<file path="config.mk">
export PLATFORM = sky130hd
export DESIGN_NAME = mem_arbiter
export DESIGN_NICKNAME = d
export VERILOG_FILES = /design/src/rtl/mem_arbiter.sv
export SDC_FILE = /design/constraint.sdc
export NUM_CORES = 1
export LEC_CHECK = 0
export BUFFER_PORTS_ARGS = -buffer_cell sky130_fd_sc_hd__buf_4
export CORE_UTILIZATION = 45
export CTS_BUF_LIST = sky130_fd_sc_hd__clkbuf_4 sky130_fd_sc_hd__clkbuf_8
export CTS_CLUSTER_DIAMETER = 120
export DETAILED_ROUTE_END_ITERATION = 10
export GPL_ROUTABILITY_DRIVEN = 0
export HOLD_SLACK_MARGIN = 0.08
export PLACE_DENSITY = 0.85
export SYNTH_ARGS = -nofsm -noshare
export SYNTH_HDL_FRONTEND = slang
export SYNTH_SLANG_ARGS = --single-unit
</file>
<file path="constraint.sdc">
create_clock -name clk -period 1.7 [get_ports clk]
set_input_delay 0.17 -clock clk [delete_from_list [all_inputs] [get_ports clk]]
set_output_delay 0.17 -clock clk [all_outputs]
set_load 0.005 [all_outputs]
</file>
<file path="src/rtl/mem_arbiter.sv">
// Round-robin arbiter for two requesters sharing one single-port memory; fixed IDLE->ISSUE->WAIT sequence,
// response pulse in the cycle after the third edge from accept. Ready is offered in IDLE only; responses cannot stall.
module mem_arbiter #(
    parameter int          WIDTH      = 16,
    parameter int unsigned DEPTH      = 128,
    parameter int          ADDR_WIDTH = 7
) (
    input  logic                  clk,
    input  logic                  rst,

    input  logic                  a_valid,
    output logic                  a_ready,
    input  logic                  a_we,
    input  logic [ADDR_WIDTH-1:0] a_addr,
    input  logic [WIDTH-1:0]      a_wdata,

    input  logic                  b_valid,
    output logic                  b_ready,
    input  logic                  b_we,
    input  logic [ADDR_WIDTH-1:0] b_addr,
    input  logic [WIDTH-1:0]      b_wdata,

    output logic                  a_rsp_valid,
    output logic                  b_rsp_valid,
    output logic [WIDTH-1:0]      rsp_rdata,
    output logic                  rsp_err,

    output logic [ADDR_WIDTH-1:0] mem_addr,
    output logic [WIDTH-1:0]      mem_w_data,
    output logic                  mem_w_en,
    output logic                  mem_r_en,
    input  logic [WIDTH-1:0]      mem_r_data
);

    typedef enum logic [1:0] {
        ST_IDLE  = 2'd0,
        ST_ISSUE = 2'd1,
        ST_WAIT  = 2'd2
    } state_t;

    // id: 0 = requester A, 1 = requester B
    typedef struct packed {
        logic id;
        logic we;
        logic err;
    } txn_t;

    state_t                  state_q;
    state_t                  state_d;
    logic                    last_grant_q;
    txn_t                    txn_q;
    txn_t                    txn_in;
    logic                    sel_b;
    logic                    accept;
    logic [ADDR_WIDTH-1:0]   sel_addr;
    logic [WIDTH-1:0]        sel_wdata;

    logic [ADDR_WIDTH-1:0]   mem_addr_d;
    logic [WIDTH-1:0]        mem_w_data_d;
    logic                    mem_w_en_d;
    logic                    mem_r_en_d;
    logic                    a_rsp_valid_d;
    logic                    b_rsp_valid_d;
    logic [WIDTH-1:0]        rsp_rdata_d;
    logic                    rsp_err_d;

    // On a tie the requester that was not served last wins.
    always_comb begin
        sel_b     = b_valid && (!a_valid || !last_grant_q);
        a_ready   = rst && (state_q == ST_IDLE) && a_valid && !sel_b;
        b_ready   = rst && (state_q == ST_IDLE) && sel_b;
        accept    = a_ready || b_ready;
        sel_addr  = sel_b ? b_addr  : a_addr;
        sel_wdata = sel_b ? b_wdata : a_wdata;
        txn_in     = '0;
        txn_in.id  = sel_b;
        txn_in.we  = sel_b ? b_we : a_we;
        txn_in.err = ({{(32-ADDR_WIDTH){1'b0}}, sel_addr} >= DEPTH);
    end

    always_ff @(posedge clk or negedge rst) begin
        if (!rst) begin
            state_q      <= ST_IDLE;
            last_grant_q <= 1'b1;
            txn_q        <= '0;
        end else begin
            state_q <= state_d;
            if (accept) begin
                txn_q        <= txn_in;
                last_grant_q <= txn_in.id;
            end
        end
    end

    always_comb begin
        state_d = state_q;
        case (state_q)
            ST_IDLE:  if (accept) state_d = ST_ISSUE;
            ST_ISSUE: state_d = ST_WAIT;
            ST_WAIT:  state_d = ST_IDLE;
            default:  state_d = ST_IDLE;
        endcase
    end

    // Next values of the registered outputs; the memory port is loaded on the accept edge
    // so the access is on the bus during ISSUE, and the response is captured on the WAIT->IDLE edge.
    always_comb begin
        mem_addr_d    = '0;
        mem_w_data_d  = '0;
        mem_w_en_d    = 1'b0;
        mem_r_en_d    = 1'b0;
        a_rsp_valid_d = 1'b0;
        b_rsp_valid_d = 1'b0;
        rsp_rdata_d   = '0;
        rsp_err_d     = 1'b0;
        case (state_q)
            ST_IDLE: begin
                if (accept) begin
                    mem_addr_d = sel_addr;
                    mem_w_en_d = txn_in.we && !txn_in.err;
                    mem_r_en_d = !txn_in.we && !txn_in.err;
                    if (txn_in.we && !txn_in.err) mem_w_data_d = sel_wdata;
                end
            end
            ST_WAIT: begin
                a_rsp_valid_d = !txn_q.id;
                b_rsp_valid_d = txn_q.id;
                rsp_err_d     = txn_q.err;
                if (!txn_q.we && !txn_q.err) rsp_rdata_d = mem_r_data;
            end
            default: ;
        endcase
    end

    always_ff @(posedge clk or negedge rst) begin
        if (!rst) begin
            mem_addr    <= '0;
            mem_w_data  <= '0;
            mem_w_en    <= 1'b0;
            mem_r_en    <= 1'b0;
            a_rsp_valid <= 1'b0;
            b_rsp_valid <= 1'b0;
            rsp_rdata   <= '0;
            rsp_err     <= 1'b0;
        end else begin
            mem_addr    <= mem_addr_d;
            mem_w_data  <= mem_w_data_d;
            mem_w_en    <= mem_w_en_d;
            mem_r_en    <= mem_r_en_d;
            a_rsp_valid <= a_rsp_valid_d;
            b_rsp_valid <= b_rsp_valid_d;
            rsp_rdata   <= rsp_rdata_d;
            rsp_err     <= rsp_err_d;
        end
    end

    en_exclusive: assert property (@(posedge clk) disable iff (!rst) !(mem_w_en && mem_r_en));
    rdy_exclusive: assert property (@(posedge clk) disable iff (!rst) !(a_ready && b_ready));
    rsp_exclusive: assert property (@(posedge clk) disable iff (!rst) !(a_rsp_valid && b_rsp_valid));
    issue_then_wait: assert property (@(posedge clk) disable iff (!rst)
        (state_q == ST_ISSUE) |=> (state_q == ST_WAIT));

endmodule

</file>
* Word level (Yosys, flattened, before mapping) *
Index checks and enable logic that the tools add are counted.
W data, S select, Z words.

storage, ports and cells
  register bits = 48
  output and inout port bits = 46
  input port bits = 68

operators by class
  reduce and logical (&&, ||, !) cells = 13
  equal/unequal tests = 3
  multiplexer cells = 18

operators with widths
  kind                  count
  $mux W16              6
  $mux W7               3
  $mux W1               7
  $logic_and A1 B1 Y1   5
  $logic_not A1 Y1      5
  $pmux W2 S2           1
  $eq A2 B1 Y1 const B  1
  $eq A2 B2 Y1 const B  1
  $logic_not A2 Y1      1
  $logic_or A1 B1 Y1    2
  $mux W2               1
  $ne A2 B2 Y1 const B  1

* Longest topological paths before layout *
Gate-level depths: netlist of the first run.

  word-level depth = 8
  depth in mapped cells = 6

* Least setup slack after synthesis of the first run *
No wires, ideal clock.

  path kind = reg2reg
  from = register last_grant_q
  to = register mem_w_data[0]
  data arrival time = 1.101 ns
  path buffers = 2
  slack = 0.521 ns
  required time = 1.623 ns
  stages on the path, launching flop included = 6
  cell sequence = dfstp_2 a21bo_1 buf_6 buf_8 nand3_1 a21oi_1

between the ends
  word-level cells in the longest chain between the ends = 8
  elaborated cells on any way between the ends = 12
  those cells by class = mux: 5; reduce/logical: 7

ends and longest elaborated chain
  item                     RTL line  text
  start, declared          50        logic last_grant_q;
  start signal, assigned   90        last_grant_q <= txn_in.id;
  $logic_not A1 Y1 (*)     69        sel_b = b_valid && (!a_valid || !last_grant_q);
  $logic_or A1 B1 Y1 (*)   69
  $logic_and A1 B1 Y1 (*)  69
  $logic_not A1 Y1         70        a_ready = rst && (state_q == ST_IDLE) && a_valid && !sel_b;
  $logic_and A1 B1 Y1      70
  $logic_or A1 B1 Y1       72        accept = a_ready || b_ready;
  $mux W16 (*)             118       if (accept) begin
  $mux W16 (*)             116       case (state_q)
  via mem_w_data_d[0]      59        logic [WIDTH-1:0] mem_w_data_d;
  end signal, assigned     147       mem_w_data <= mem_w_data_d;
  end, declared            29        output logic [WIDTH-1:0] mem_w_data,

The timed path passes the listed nets; every way through them passes the cells marked *.
A chain may end at the register's enable or synchronous reset.

* Worst setup path in the final report of the first run *
  from = input port rst
  to = output port a_ready

between the ends
  word-level cells in the longest chain between the ends = 3

ends and longest elaborated chain
  item                              RTL line  text
  start, declared                   9         input logic rst,
  $logic_and A1 B1 Y1 (3 in a row)  70
  end, declared                     12        output logic a_ready,

Every way passes these cells.

==> results by group, run 1 <==
Status
  – Outcome: complete, no violations

Placed design
  – Pre-CTS WS: 0.374 ns
  – PortBufs: 112
  – Dpl hpwl: 3760 µm

STA
  – # setup viols final: 0
  – Max frequency: 602 MHz
  – Max Slew Vio Count: 0
  – Relative slew slack: 59.5%
  – Tcrit/Tclk final: 97.8%
  – Clock skew: 0.00602 ns
  – Hold Violations, Final: 0
  – Post-layout minimum cycle time: about 1.7 ns
  – Setup ws final: 0.0376 ns
  – Worst Tran Pin Value: 0.607 ns

Synthesis
  – Sequential fraction of the synthesis area: 60.5%
  – Yosys top cell by area: dfrtp_1
  – Synth Register Bits: 48
  – EDFF count, synth: 0
  – Area contributors post-synth: dfrtp_1, nand3_1, and2_1, a21oi_1, buf_6
  – Primary FF master, synth: dfrtp_1
  – Post-Syn Instances: 174
  – Syn Std Cell Area: 0.00199 mm²
  – FFs w/ async S/R, synth: 100%
  – Mapped Nets: about 240
  – Avg Inst Size Synth: 11.4 µm²
  – Yosys cell types: 27
  – Synth top area share: 59.2%
  – Ys Warns: 0

Final layout
  – Ant. Diodes: 0
  – Share of post-route cells with drive strength above 1: 45.9%
  – Total area of sequential cells: 0.00120 mm²
  – Filler instances: 287
  – Area of the multi-input gates: 628 µm²
  – Area Growth Syn to Fin: 55.6%
  – Nets: 370

GRT
  – First-pass GRT wire length: 8390 µm
  – Initial antenna violation count: 0
  – Vias in the first global route: 1782
  – GRT overflow: 0
  – Largest net degree at the start of global routing: 49
  – Overall routing resource usage: 24.7%

Route
  – Pre-antenna DRT Iters: 4
  – Initial DRC count: 187
  – Routed vias/inst: 5.15
  – Final ANT Viol Nets: 0
  – Routed length per instance: 16.3 µm
  – DRC: 0
  – Routed Wire Length: 5770 µm
  – Routed vias: between 1500 and 2000

Power
  – LEAKAGE: 0.00161 µW
  – Worst VDD drop: 0.000460 V
  – Overall Power: around 2700 µW
  – P per Cell Area: 878 mW/mm²

Floorplanning
  – Core footprint: 0.00412 mm²
  – Row count: 23
  – Die area: between 0.004 and 0.005 mm²
  – Die width: just under 70 µm
  – Die height: 68.5 µm
  – Io pins: roughly 110
  – Initial Util: 48.3%

CTS
  – TritonCTS clock tree: yes
  – Clock-pin transition on the worst setup and hold timing paths: roughly 0.090 ns
  – Clock Latency Late Sink: 0.31 ns
  – Sink Count: 48
  – Maximum root-to-sink buffer count: 2
  – CTS buffer count: 5
  – Post-CTS Resized: 0
  – Root Buffer: clkbuf_8
  – CTS H-Tree Depth: 2

Hold path
  – Hold Crit Class: input port to flip-flop

Setup path
  – Crit path kind: input port to primary output
  – Crit-path max FO: 5
  – CP Launch Type: input port
  – Crit path required time: 1.53 ns
  – Endpoint type of the worst setup path: primary output
  – Critical path arrival: 1.49 ns

Flow run
  – Max-cap violations: 0
[synthesized netlist by cell type, types with 2 or more instances]
cell type,number
and2b_1,2
nor2_1,5
and2_1,17
nand3_1,36
a21oi_1,19
inv_1,3
buf_2,2
a21oi_2,5
nand2_1,14
buf_8,2
dfrtp_1,47
buf_6,7
[cells by family after synthesis]
family / synth area share [%]
AND/OR/NAND/NOR: 20.3
AO/OA/AOI/OAI: 11.1
buffers and inverters: 7.87
other: 0.189
flip-flops: 60.5
[placed cells by master (no fill, tap or decap)]
master,n
conb_1,1
a2bb2oi_1,1
dlygate4sd3_1,16
o21ai_2,1
a22o_1,1
a21boi_4,1
nor2_1,5
clkbuf_8,6
nand3_1,36
clkinv_4,1
a21oi_1,19
buf_12,1
nand2b_1,1
o32ai_2,1
and2b_1,2
nand2_1,14
buf_4,118
inv_1,3
bufinv_16,1
nor2_2,1
a21bo_1,1
nor3b_4,1
a21oi_2,5
and2_1,17
dfstp_2,1
a22o_2,1
dfrtp_1,47
[worst paths after layout]
kind | startpoint | end | slack [ns] | cells past startpoint
setup / recovery | rst | a_ready | 0.04 | 6
hold / removal | mem_r_data[0] | rsp_rdata[0]$_DFF_PN0_ | 0.09 | 2
setup reg to reg | state_q[1]$_DFFE_PN0P_ | mem_w_data[11]$_DFF_PN0_ | 0.25 | 5
hold reg to reg | txn_q[2]$_DFFE_PN0P_ | a_rsp_valid$_DFF_PN0_ | 0.49 | 1
max in group asynchronous | rst | mem_w_data[5]$_DFF_PN0_ | 0.71 | 3
min in group asynchronous | rst | rsp_rdata[3]$_DFF_PN0_ | 0.57 | 3
[cell type report]
| type | instances | share of cell area, % |
|---|---|---|
| clock buffers | 6 | 2.67 |
| multi-input cells | 109 | 20.3 |
| clock inverters | 2 | 1.25 |
| inverters | 3 | 0.364 |
| repair buffers | 135 | 34.5 |
| flip-flops and latches | 48 | 38.9 |
| well taps | 50 | 2.02 |
[report_power, final]
part	internal [µW]	leakage (µW)	switching (µW)
sequential	1230	0.000651	50.1
combinational	309	0.000900	259
clock	481	0.0000614	388
[state kept, by name (all words and copies together) (netlist names)]
register and count:
mem_w_data 16, rsp_rdata 16, mem_addr 7, state_q 2, txn_q 2, a_rsp_valid 1, b_rsp_valid 1, last_grant_q 1
mem_r_en 1, mem_w_en 1
[per-layer routing]
layer,track usage [%],vias to the layer above,wire [µm]
li1,-,833,-
met1,29.3,871,2140
met2,40.8,93,2930
met3,7.50,20,495
met4,11.2,0,204
met5,0,-,0
[worst max-delay path: stages]
cell	delay [ns]
dlygate4sd3_1	0.56
buf_4	0.13
nor3b_4	0.27
nand2_1	0.13
nor2_1	0.12
buf_4	0.12
[per-stage QoR]
| step | hold slack [ns] | area (µm²) | util, % | TNS, ns | std cells |
|---|---|---|---|---|---|
| 3_5_place_dp | 0.328 | 2800 | 67.9 | 0 | 327 |
| 4_1_cts | 0.0813 | 3080 | 74.8 | 0 | 351 |
| 3_3_place_gp | 0.316 | 2800 | 67.9 | 0 | 327 |
| 6_report | 0.0873 | 3090 | 75.1 | 0 | 353 |
| 5_1_grt | 0.0801 | 3090 | 75.1 | -0.0449 | 353 |
| 2_1_floorplan | -0.126 | 1990 | - | 0 | 174 |
[what timing repair did]
item | CTS | global route
endpoints found under the hold margin | 62 | 0
endpoints found under the setup margin | 0 | 1
buffers inserted | 0 | 2
hold buffers | 16 | 0
(Power assumes the default switching activity.)
==> run 2: changes to the inputs <==
--- a/config.mk
+++ b/config.mk
@@ -6,13 +6,13 @@
 export NUM_CORES = 1
 export LEC_CHECK = 0
 export BUFFER_PORTS_ARGS = -buffer_cell sky130_fd_sc_hd__buf_4
-export CORE_UTILIZATION = 45
+export CORE_UTILIZATION = 37
 export CTS_BUF_LIST = sky130_fd_sc_hd__clkbuf_4 sky130_fd_sc_hd__clkbuf_8
 export CTS_CLUSTER_DIAMETER = 120
 export DETAILED_ROUTE_END_ITERATION = 10
 export GPL_ROUTABILITY_DRIVEN = 0
 export HOLD_SLACK_MARGIN = 0.08
-export PLACE_DENSITY = 0.85
+export PLACE_DENSITY = 0.72
 export SYNTH_ARGS = -nofsm -noshare
 export SYNTH_HDL_FRONTEND = slang
 export SYNTH_SLANG_ARGS = --single-unit
==> run 2 against run 1 <==
Die area grew 21%. Flip-flop and latch count is the same. Register-to-register slack gained 0.08 ns. Clock-buffer cell count is the same. Critical path depth shrank 2. Wire length shrank 12%. Cell count grew 4.8%. Core utilization shrank 16 points. Via count shrank 4.2%. Clock skew grew 0.0019 ns. Largest cell class unchanged. Highest routed layer unchanged.
==> results by group, run 2 (same netlist as run 1, synthesis figures left out) <==
Status
  – Outcome: complete, no violations

Final layout
  – Fin cells: 370 (+4.8%)
  – Most common cell after layout, fill and taps aside: buf_4
  – Final core utilization: 59.5% (-16 points)
  – Filler instances: 457 (+59%)
  – Total area of sequential cells: 0.00120 mm² (unchanged)
  – Area Growth Syn to Fin: 54.0%
  – Area of the multi-input gates: 637 µm² (+1.4%)
  – Share of post-route cells with drive strength above 1: 46.3% (+0.46 points)
  – Nets: 367 (-0.81%)
  – Largest registers: mem_w_data: 16 flops, rsp_rdata: 16 flops, mem_addr: 7 flops
  – Most frequent cells in the layout: buf_4, dfrtp_1, nand3_1, a21oi_1, and2_1
  – Ant. Diodes: 0 (unchanged)

Setup path
  – Crit path kind: flip-flop to primary output
  – Worst path cell trace: a21bo_4 -> buf_4 -> nor2_1 -> buf_4
  – Crit path required time: 1.53 ns (about the same)
  – Crit-path max FO: 8 (+3)
  – Crit path buf inv count: 2 (-1)
  – Worst path slowest cell: dfstp_2
  – Critical path arrival: 1.43 ns (-0.06 ns)
  – Endpoint type of the worst setup path: primary output
  – CP most frequent cell: buf_4
  – CP Launch Type: flip-flop
  – Top delay family on crit path: flip-flops
  – CP peak stage delay: 0.59 ns (+0.03 ns)

Route
  – Routed vias: 1740 (-4.2%)
  – Routed vias/inst: 4.70 (-8.6%)
  – Initial DRC count: 128 (-32%)
  – Final ANT Viol Nets: 0 (unchanged)
  – Routed Wire Length: 5070 µm (-12%)
  – Pre-antenna DRT Iters: 4 (unchanged)
  – DRC: 0 (unchanged)
  – Routed length per instance: 13.7 µm (-16%)

CTS
  – Clock Latency Late Sink: 0.30 ns (about the same)
  – Maximum root-to-sink buffer count: 2 (unchanged)
  – Root Buffer: clkbuf_8
  – TritonCTS clock tree: yes
  – CTS buffer count: 5 (unchanged)
  – CTS H-Tree Depth: 2 (unchanged)
  – Sink Count: 48 (unchanged)
  – Clock-pin transition on the worst setup and hold timing paths: 0.08 ns (about the same)

Power
  – LEAKAGE: 0.00158 µW (-1.9%)
  – Worst VDD drop: 0.000331 V (-28%)
  – P per Cell Area: 817 mW/mm² (-7.0%)

Floorplanning
  – Die width: 75.3 µm (+10%)
  – Die height: 75.3 µm (+10%)
  – Core footprint: 0.00514 mm² (+25%)
  – Row count: 26 (+13%)
  – Initial Util: 38.7% (-9.6 points)
  – Io pins: 114 (unchanged)
  – Die area: 0.00567 mm² (+21%)

STA
  – Clock skew: 0.00793 ns (+0.00191 ns)
  – Max frequency: 626 MHz (+4.1%)
  – Max Slew Vio Count: 0 (unchanged)
  – Hold Violations, Final: 0 (unchanged)
  – Worst Tran Pin Value: 0.597 ns (-0.0101 ns)
  – RSZ-0062 raised after global routing: no
  – Post-layout minimum cycle time: 1.60 ns (-0.0653 ns)
  – Tcrit/Tclk final: 93.9% (-3.8 points)
  – # setup viols final: 0 (unchanged)
  – Relative slew slack: 60.2% (+0.67 points)
  – Final TNS setup: 0 ns (unchanged)

Flow run
  – Max-cap violations: 0 (unchanged)

Hold path
  – Hold Crit Class: input port to flip-flop

Placed design
  – Placed cell count: 347 (+6.1%)
  – Dpl hpwl: 3570 µm (-4.9%)
  – PortBufs: 112 (unchanged)

GRT
  – GRT overflow: 0 (unchanged)
  – Initial antenna violation count: 0 (unchanged)
  – Largest net degree at the start of global routing: 49 (unchanged)
  – Vias in the first global route: 1680 (-5.7%)
  – First-pass GRT wire length: 7800 µm (-7.0%)
  – Overall routing resource usage: 18.5% (-6.2 points)
## run 2: changes by cell type in the layout (fill, tap and decap cells not counted), sizes merged
cell / previous run / this run
clkinv: 1 / 2
dlygate4sd3: 16 / 15
buf: 119 / 117
bufinv: 1 / 0
## run 2: final cells by class
cell class,instances,share of cell area [%]
Clock inverter,2,0.327
Multi-Input combinational cell,109,20.8
Inverter,3,0.368
Tap cell,70,2.86
Sequential cell,48,39.3
Timing Repair Buffer,132,33.6
Clock buffer,6,2.70
## run 2: metal layers
metal / wire length (µm) / up-vias / part of all wire [%] / GRT usage, %
li1: - / 827 / - / -
met1: 2090 / 832 / 41 / 24.1
met2: 2580 / 75 / 51 / 31.5
met3: 345 / 6 / 6.8 / 3.61
met4: 56 / 0 / 1.1 / 4.94
met5: 0 / - / 0 / 0
## run 2: worst register-to-register path: stages, from the launching register on
cell and delay [ns]:
dfrtp_1 0.44, nor3b_4 0.33, o21ai_2 0.10, buf_4 0.23, a21oi_1 0.18
## run 2: power breakdown
group          total [µW]  switching, µW  internal (µW)
Sequential           1270           48.1           1230
Clock                 683            358            325
Combinational         541            245            297
## run 2: final timing paths
path,start,endpoint,slack [ns],cells after the start
min in group asynchronous,rst,mem_addr[5]$_DFF_PN0_,0.56,3
worst min register to register,txn_q[2]$_DFFE_PN0P_,a_rsp_valid$_DFF_PN0_,0.48,1
worst max-delay path,last_grant_q$_DFFE_PN1P_,b_ready,0.10,4
worst min-delay path,mem_r_data[8],rsp_rdata[8]$_DFF_PN0_,0.09,2
worst max register to register,state_q[1]$_DFFE_PN0P_,mem_w_data[1]$_DFF_PN0_,0.33,4
max in group asynchronous,rst,rsp_rdata[14]$_DFF_PN0_,0.74,3
## run 2: stage by stage
stage               worst slack, ns  instance area [µm²]  total power, µW  hold slack (ns)
global route                 0.0219                 3060             2640           0.0810
floorplan                     0.521                 1990             1570           -0.126
CTS                          0.0358                 3050             2530           0.0803
finish                        0.103                 3060             2500           0.0938
detailed placement            0.310                 2810             1810            0.335
global placement              0.334                 2810             1800            0.325
## run 2: repair_timing
item | CTS | global route
pin swaps | 0 | 1
resized for setup | 1 | 2
setup buffers | 0 | 0
hold endpoints to repair | 61 | 0
hold buffers | 15 | 0
endpoints found under the setup margin | 1 | 2
